--- src/rtl/pipe_stage_elastic.sv ---
// Elastic pipeline stage: main register plus one skid entry, valid/ready on both sides,
// flush-to-bubble, occupancy output and a saturating stall counter.
module pipe_stage_elastic #(
  parameter int DATA_W      = 32,
  parameter bit BUBBLE_ZERO = 1'b1,
  parameter int CNT_W       = 16
) (
  input  logic              clk,
  input  logic              reset,
  input  logic              in_valid,
  output logic              in_ready,
  input  logic [DATA_W-1:0] in_data,
  output logic              out_valid,
  input  logic              out_ready,
  output logic [DATA_W-1:0] out_data,
  input  logic              flush,
  output logic [1:0]        occupancy,
  input  logic              cnt_clr,
  output logic [CNT_W-1:0]  stall_cnt
);

  logic              m_valid_q, m_valid_d;
  logic              s_valid_q, s_valid_d;
  logic [DATA_W-1:0] m_data_q, m_data_d;
  logic [DATA_W-1:0] s_data_q, s_data_d;
  logic [CNT_W-1:0]  stall_cnt_q, stall_cnt_d;
  logic              in_fire, out_fire;

  // in_ready comes straight from the skid flag, so out_ready never reaches it combinationally
  assign in_fire  = in_valid & ~s_valid_q;
  assign out_fire = m_valid_q & out_ready;

  always_comb begin
    m_valid_d   = m_valid_q;
    s_valid_d   = s_valid_q;
    m_data_d    = m_data_q;
    s_data_d    = s_data_q;
    stall_cnt_d = stall_cnt_q;

    if (flush) begin
      m_valid_d = 1'b0;
      s_valid_d = 1'b0;
      if (BUBBLE_ZERO) begin
        m_data_d = '0;
        s_data_d = '0;
      end
    end else if (!m_valid_q || out_fire) begin
      if (s_valid_q) begin
        m_data_d  = s_data_q;
        m_valid_d = 1'b1;
        s_valid_d = 1'b0;
      end else if (in_fire) begin
        m_data_d  = in_data;
        m_valid_d = 1'b1;
      end else begin
        m_valid_d = 1'b0;
      end
    end else if (in_fire) begin
      s_data_d  = in_data;
      s_valid_d = 1'b1;
    end

    if (cnt_clr) begin
      stall_cnt_d = '0;
    end else if (m_valid_q && !out_ready && (stall_cnt_q != {CNT_W{1'b1}})) begin
      stall_cnt_d = stall_cnt_q + CNT_W'(1);
    end
  end

  always_ff @(posedge clk) begin
    if (!reset) begin
      m_valid_q   <= 1'b0;
      s_valid_q   <= 1'b0;
      m_data_q    <= '0;
      s_data_q    <= '0;
      stall_cnt_q <= '0;
    end else begin
      m_valid_q   <= m_valid_d;
      s_valid_q   <= s_valid_d;
      m_data_q    <= m_data_d;
      s_data_q    <= s_data_d;
      stall_cnt_q <= stall_cnt_d;
    end
  end

  assign in_ready  = ~s_valid_q;
  assign out_valid = m_valid_q;
  assign out_data  = (BUBBLE_ZERO && !m_valid_q) ? '0 : m_data_q;
  assign occupancy = {1'b0, m_valid_q} + {1'b0, s_valid_q};
  assign stall_cnt = stall_cnt_q;

endmodule

--- config.mk ---
export PLATFORM = sky130hd
export DESIGN_NAME = pipe_stage_elastic
export DESIGN_NICKNAME = d
export VERILOG_FILES = /design/src/rtl/pipe_stage_elastic.sv
export SDC_FILE = /design/constraint.sdc
export NUM_CORES = 1
export LEC_CHECK = 0
export ABC_AREA = 1
export BUFFER_PORTS_ARGS = -buffer_cell sky130_fd_sc_hd__buf_2
export CORE_MARGIN = 5
export CORE_UTILIZATION = 40
export DETAILED_ROUTE_END_ITERATION = 10
export GPL_TIMING_DRIVEN = 0
export RECOVER_POWER = 50
export SETUP_SLACK_MARGIN = 0.1
export SLEW_MARGIN = 20
export SYNTH_ARGS = -nofsm -noshare
export SYNTH_HDL_FRONTEND = slang
export SYNTH_SLANG_ARGS = --single-unit
--- constraint.sdc ---
create_clock -name clk -period 3.5 [get_ports clk]
set_clock_uncertainty 0.1 [all_clocks]
set_input_delay 0.7 -clock clk [delete_from_list [all_inputs] [get_ports clk]]
set_output_delay 0.7 -clock clk [all_outputs]
set_load 0.01 [all_outputs]
==> impl_metrics.yaml, run 1 <==
setup_path:
  crit_path_top_delay_cell: "clkbuf_1"
  crit_buf_inv: 4
  rr_startpoint: "out_valid"
  rr_endpoint: "s_data_q[26]"
  cpPeakStageDelay_ns: 0.41
  rr_worst_depth: 8
  rrSetupSlack_ns: 1.09
  start_kind: "register"
  crit_chain: "clkbuf_1, clkbuf_1, nand2_1, inv_1, buf_2"
  worstPathArrival_ns: 1.76
  critPathCapture: "out_data[30]"
  setup.worst_path.end_class: "output pin"
  crit_family: "buffers and inverters"
  crit_cells: 5
  crit_path_max_fanout: 10
  critPathMostFrequentCell: "clkbuf_1"
  crit_type: "register to output pin"
  startpoint: "out_valid"
  worstPathRequired_ns: 2.70
route:
  viasPerCell: 4.84
  drtAntennaViolNets: 0
  routedWlPerCell_um: 12.9
  vias: 3713
  drt_first_pass_iters: 4
  drt_iter0_drc: 119
  drcViolationCount: 0
  finalWirelength_um: 9890
cells_and_area:
  final_util_pct: 49.0
  ff_latch_area_mm2: 0.00164
  n_antenna_cell: 0
  multi_input_area_mm2: 0.00170
  nFillCells: 977
  layout.nets: 691
  drive_above_1_share_pct: 16.9
  area_growth_pct: 20.1
timing:
  totalNegativeSetupSlack_ns: 0
  hold_viol_final: 0
  fin_ws_ns: 0.942
  period_share_pct: 73.1
  max_freq_mhz: 391
  whs_ns: 0.365
  rsz0062_at_grt: "false"
  max_slew.worst_pin.slew_ns: 0.552
  setup_viol: 0
  slew_headroom_pct: 63.1
  fin_crit_ns: 2.56
  drv_slew: 0
global_route:
  grt_max_degree: 15
  grt_remaining_overflow: 0
  grt_pass1_vias: 3495
  antenna_found_initial: 0
  grtUsageTotal_pct: 17.5
  grt_pass1_wl_um: 16200
hold_path:
  hp-class: "register to register"
  min_from: "s_data_q[24]"
job:
  maxCapViolations: 0
floorplan:
  ios: 90
  die_w_um: 107
  start_util_pct: 40.8
  die_h_um: 107
  core_mm2: 0.00920
  die-area_mm2: 0.0114
  rows: 35
cts:
  clk_pin_slew_ns: 0.09
  cts.sink_count: 82
  htree_levels: 3
  clock_path_buffers: 2
  cts_resized: 0
  postCtsHoldBufs: 0
  cts_buffers: 9
  cts_tree: "built"
  root_buffer: "clkbuf_8"
  postCtsSetupRepairBufs: 0
  clk_latency_ns: 0.35
synthesis:
  synthAdderAreaFrac_pct: 0.668
  synthCells: 551
  ys_ff_latch: 82
  synth_top_family_by_area: "simple AND/OR/NAND/NOR gates"
  ys_warn_count: 0
  synth_nets: 591
  yosys.area_share.simple_pct: 29.8
  synthMuxAreaShare_pct: 0
  syn-cell-area_mm2: 0.00375
  ys_types: 24
  synth_xor_area_share_pct: 0
  synth_compound_area_share_pct: 15.6
  synth_area_per_cell_um2: 6.80
  yosysSeqAreaShare_pct: 43.8
power_and_ir_drop:
  finalPower_mw: 1.93
  p_per_area_mw_per_mm2: 428
  p_leak_nw: 2.07
  peakVddDrop_uv: 239
placed_design:
  post-dp-hpwl_um: 7100
  port_buffers: 89
  gp_congestion: 0.843
  post-place-ws_ns: 1.39
outcome:
  status: "finished clean"
Yosys cell counts:
library cell	number	share of area, %
a31oi_1	32	5.3
nand4_1	1	0.17
clkinv_1	1	0.10
nor3_1	2	0.27
nand3_1	11	1.5
buf_2	9	1.2
nor2_2	7	1.2
ha_1	2	0.67
nand2_8	1	0.53
inv_2	4	0.40
nor2_4	1	0.30
inv_1	48	4.8
nor2_1	38	3.8
nand3_2	2	0.53
dfxtp_1	82	44
o21ai_1	8	1.1
buf_6	4	1.2
clkbuf_1	14	1.4
nand2_1	208	21
nand2_2	1	0.17
nand4_4	1	0.57
o21ai_0	26	3.5
a21oi_1	43	5.7
buf_4	5	1.0
where the power goes:
part           switching [mW]  total [mW]  internal (mW)
clock                   0.362       0.839          0.477
combinational          0.0817       0.127         0.0455
sequential            0.00934       0.961          0.952
routing by layer:
metal	GRT usage, %	vias to the layer above	share of wire, %
met5	0	-	0
met4	5.57	0	0.88
met3	4.94	6	6.8
met2	29.5	95	47
met1	21.7	1662	45
li1	-	1950	-
cells in the final DEF, fill, tap and decap left out, drive strengths merged:
cell type  instances
o21ai             34
a21oi             43
nor3               2
clkbuf            43
ha                 2
buf               88
nand4              2
nor2              46
clkinv             1
inv               53
nand2            210
nand3             13
a31oi             32
clkinvlp           2
bufinv             3
dfxtp             82
state kept, by name (all words and copies together) (netlist names):
name	count
m_data_q	32
s_data_q	32
stall_cnt	16
out_valid	1
s_valid_q	1
area by class of cell:
class	instances	share of cell area (%)
multi-input cells	384	37.7
clock buffers	10	2.83
repair buffers	89	9.56
well taps	111	3.08
plain buffers	32	3.45
flip-flops and latches	82	36.5
inverters	53	4.42
clock inverters	6	2.53
worst reg2reg max path: cells and delay by family (launching register included):
family	cells	cell delay, ns
and+or+nand+nor	3	0.62
AOI/OAI and AO/OA	1	0.13
buffers and inverters	4	1.12
DFF	1	0.37
per-stage QoR:
step                cell area (um2)  instances
finish                         4500        767
floorplan                      3750        551
global placement               4330        751
global route                   4500        767
CTS                            4570        767
detailed placement             4330        751
cell families (layout without fill, tap and decap cells):
logic type	count (synthesis)	in the layout
and+or+nand+nor	273	273
adders and majority gates	2	2
DFF	82	82
AOI/OAI and AO/OA	109	109
buffers and inverters	85	190
worst min path at each step:
stage / cells past startpoint / to
floorplan: 2 / s_data_q[0]
global placement: 2 / s_data_q[15]
detailed placement: 2 / s_data_q[11]
CTS: 2 / s_data_q[11]
global route: 2 / s_data_q[0]
finish: 2 / s_data_q[24]
Power figures use the tool's default switching activity.
==> run 2: changes to the inputs <==
- clock period: 3.5 -> 2.6 ns (I/O delays scaled with it)
==> impl_metrics.yaml, run 2 (synthesized netlist as in run 1, its figures left out) <==
cts:
  postCtsSetupRepairBufs: 0
  cts_buffers: 9
  clk_latency_ns: 0.35
  clk_pin_slew_ns: 0.09
  clock_path_buffers: 2
  htree_levels: 3
  cts_tree: "built"
  cts_resized: 0
  root_buffer: "clkbuf_8"
  postCtsHoldBufs: 0
  cts.sink_count: 82
global_route:
  grt_remaining_overflow: 0
  antenna_found_initial: 0
  grtUsageTotal_pct: 17.5
  grt_pass1_vias: 3495
  grt_pass1_wl_um: 16200
  grt_max_degree: 15
setup_path:
  worstPathArrival_ns: 1.61
  rr_startpoint: "out_valid"
  setup.worst_path.end_class: "output pin"
  crit_type: "register to output pin"
  start_kind: "register"
  rr_worst_depth: 8
  crit_path_max_fanout: 10
  rrSetupSlack_ns: 0.39
  rr_endpoint: "s_data_q[30]"
  worstPathRequired_ns: 1.98
timing:
  drv_slew: 0
  totalNegativeSetupSlack_ns: 0
  max_slew.worst_pin.slew_ns: 0.588
  hold_viol_final: 0
  setup_viol: 0
  period_share_pct: 85.7
  max_freq_mhz: 449
  slew_headroom_pct: 60.7
  rsz0062_at_grt: "false"
  fin_crit_ns: 2.23
floorplan:
  die-area_mm2: 0.0114
  start_util_pct: 40.8
  ios: 90
  die_h_um: 107
  rows: 35
  core_mm2: 0.00920
  die_w_um: 107
cells_and_area:
  final_cell_mix: "nand2_1 (209), dfxtp_1 (82), buf_2 (79)"
  n_antenna_cell: 0
  area_growth_pct: 19.8
  final_util_pct: 48.8
  drive_above_1_share_pct: 16.3
  layoutNonFillerInstCount: 767
  final_common_cell: "nand2_1"
  fin_area_mm2: 0.00449
  layout.nets: 691
placed_design:
  gp_congestion: 0.843
  post-dp-hpwl_um: 7100
  placed_cells: 751
  dpl-instance-area_mm2: 0.00433
  port_buffers: 89
route:
  drcViolationCount: 0
  vias: 3701
  drt_iter0_drc: 163
  drtAntennaViolNets: 0
  drt_first_pass_iters: 4
  viasPerCell: 4.83
  routedWlPerCell_um: 12.9
  finalWirelength_um: 9920
power_and_ir_drop:
  p_leak_nw: 2.05
  peakVddDrop_uv: 320
  finalPower_mw: 2.60
  p_per_area_mw_per_mm2: 579
outcome:
  status: "finished clean"
hold_path:
  hold_depth: 3
  min_from: "in_data[17]"
  hold_end: "s_data_q[17]"
  hp-class: "input port to register"
job:
  maxCapViolations: 0
## run 2: worst max-delay path by stage
| stage | start | slack [ns] | cells after the start | end |
|---|---|---|---|---|
| after floorplan | out_valid | 0.98 | 4 | out_data[1] |
| after global placement | out_valid | 0.69 | 5 | out_data[23] |
| after detailed placement | out_valid | 0.67 | 5 | out_data[30] |
| after CTS | out_valid | 0.28 | 5 | out_data[30] |
| after global routing | out_valid | 0.14 | 8 | s_data_q[20] |
| final | out_valid | 0.37 | 5 | out_data[30] |
## run 2: power by group
group	internal [mW]	leakage (nW)	switching [mW]
clock	0.642	0.113	0.491
sequential	1.28	0.665	0.0126
combinational	0.0612	1.27	0.110
## run 2: per-layer routing
metal	routed length [um]	global-route usage, %
met5	0	0
met4	110	5.57
met3	590	4.94
met2	4720	29.5
met1	4500	21.7
## run 2: layout make-up
class | instances | area [um2]
clock buffer | 10 | 128
multi-input combinational | 384 | 1700
timing repair buffer | 89 | 424
inverter | 53 | 199
fill | 979 | 4710
sequential | 82 | 1640
tap | 111 | 139
clock inverter | 6 | 114
buffer | 32 | 144
## run 2: critical path, cell delays in order (launching register included)
cell and delay [ns]:
dfxtp_1 0.37, buf_4 0.16, clkbuf_1 0.38, nand2_1 0.13
inv_1 0.09, buf_2 0.13
## run 2: through the flow
| stage | hold slack (ns) | setup slack (ns) |
|---|---|---|
| after global placement | 0.352 | 0.686 |
| after floorplan | 0.345 | 0.985 |
| final | 0.312 | 0.373 |
| after global routing | 0.311 | 0.139 |
| after detailed placement | 0.356 | 0.667 |
| after CTS | 0.297 | 0.277 |
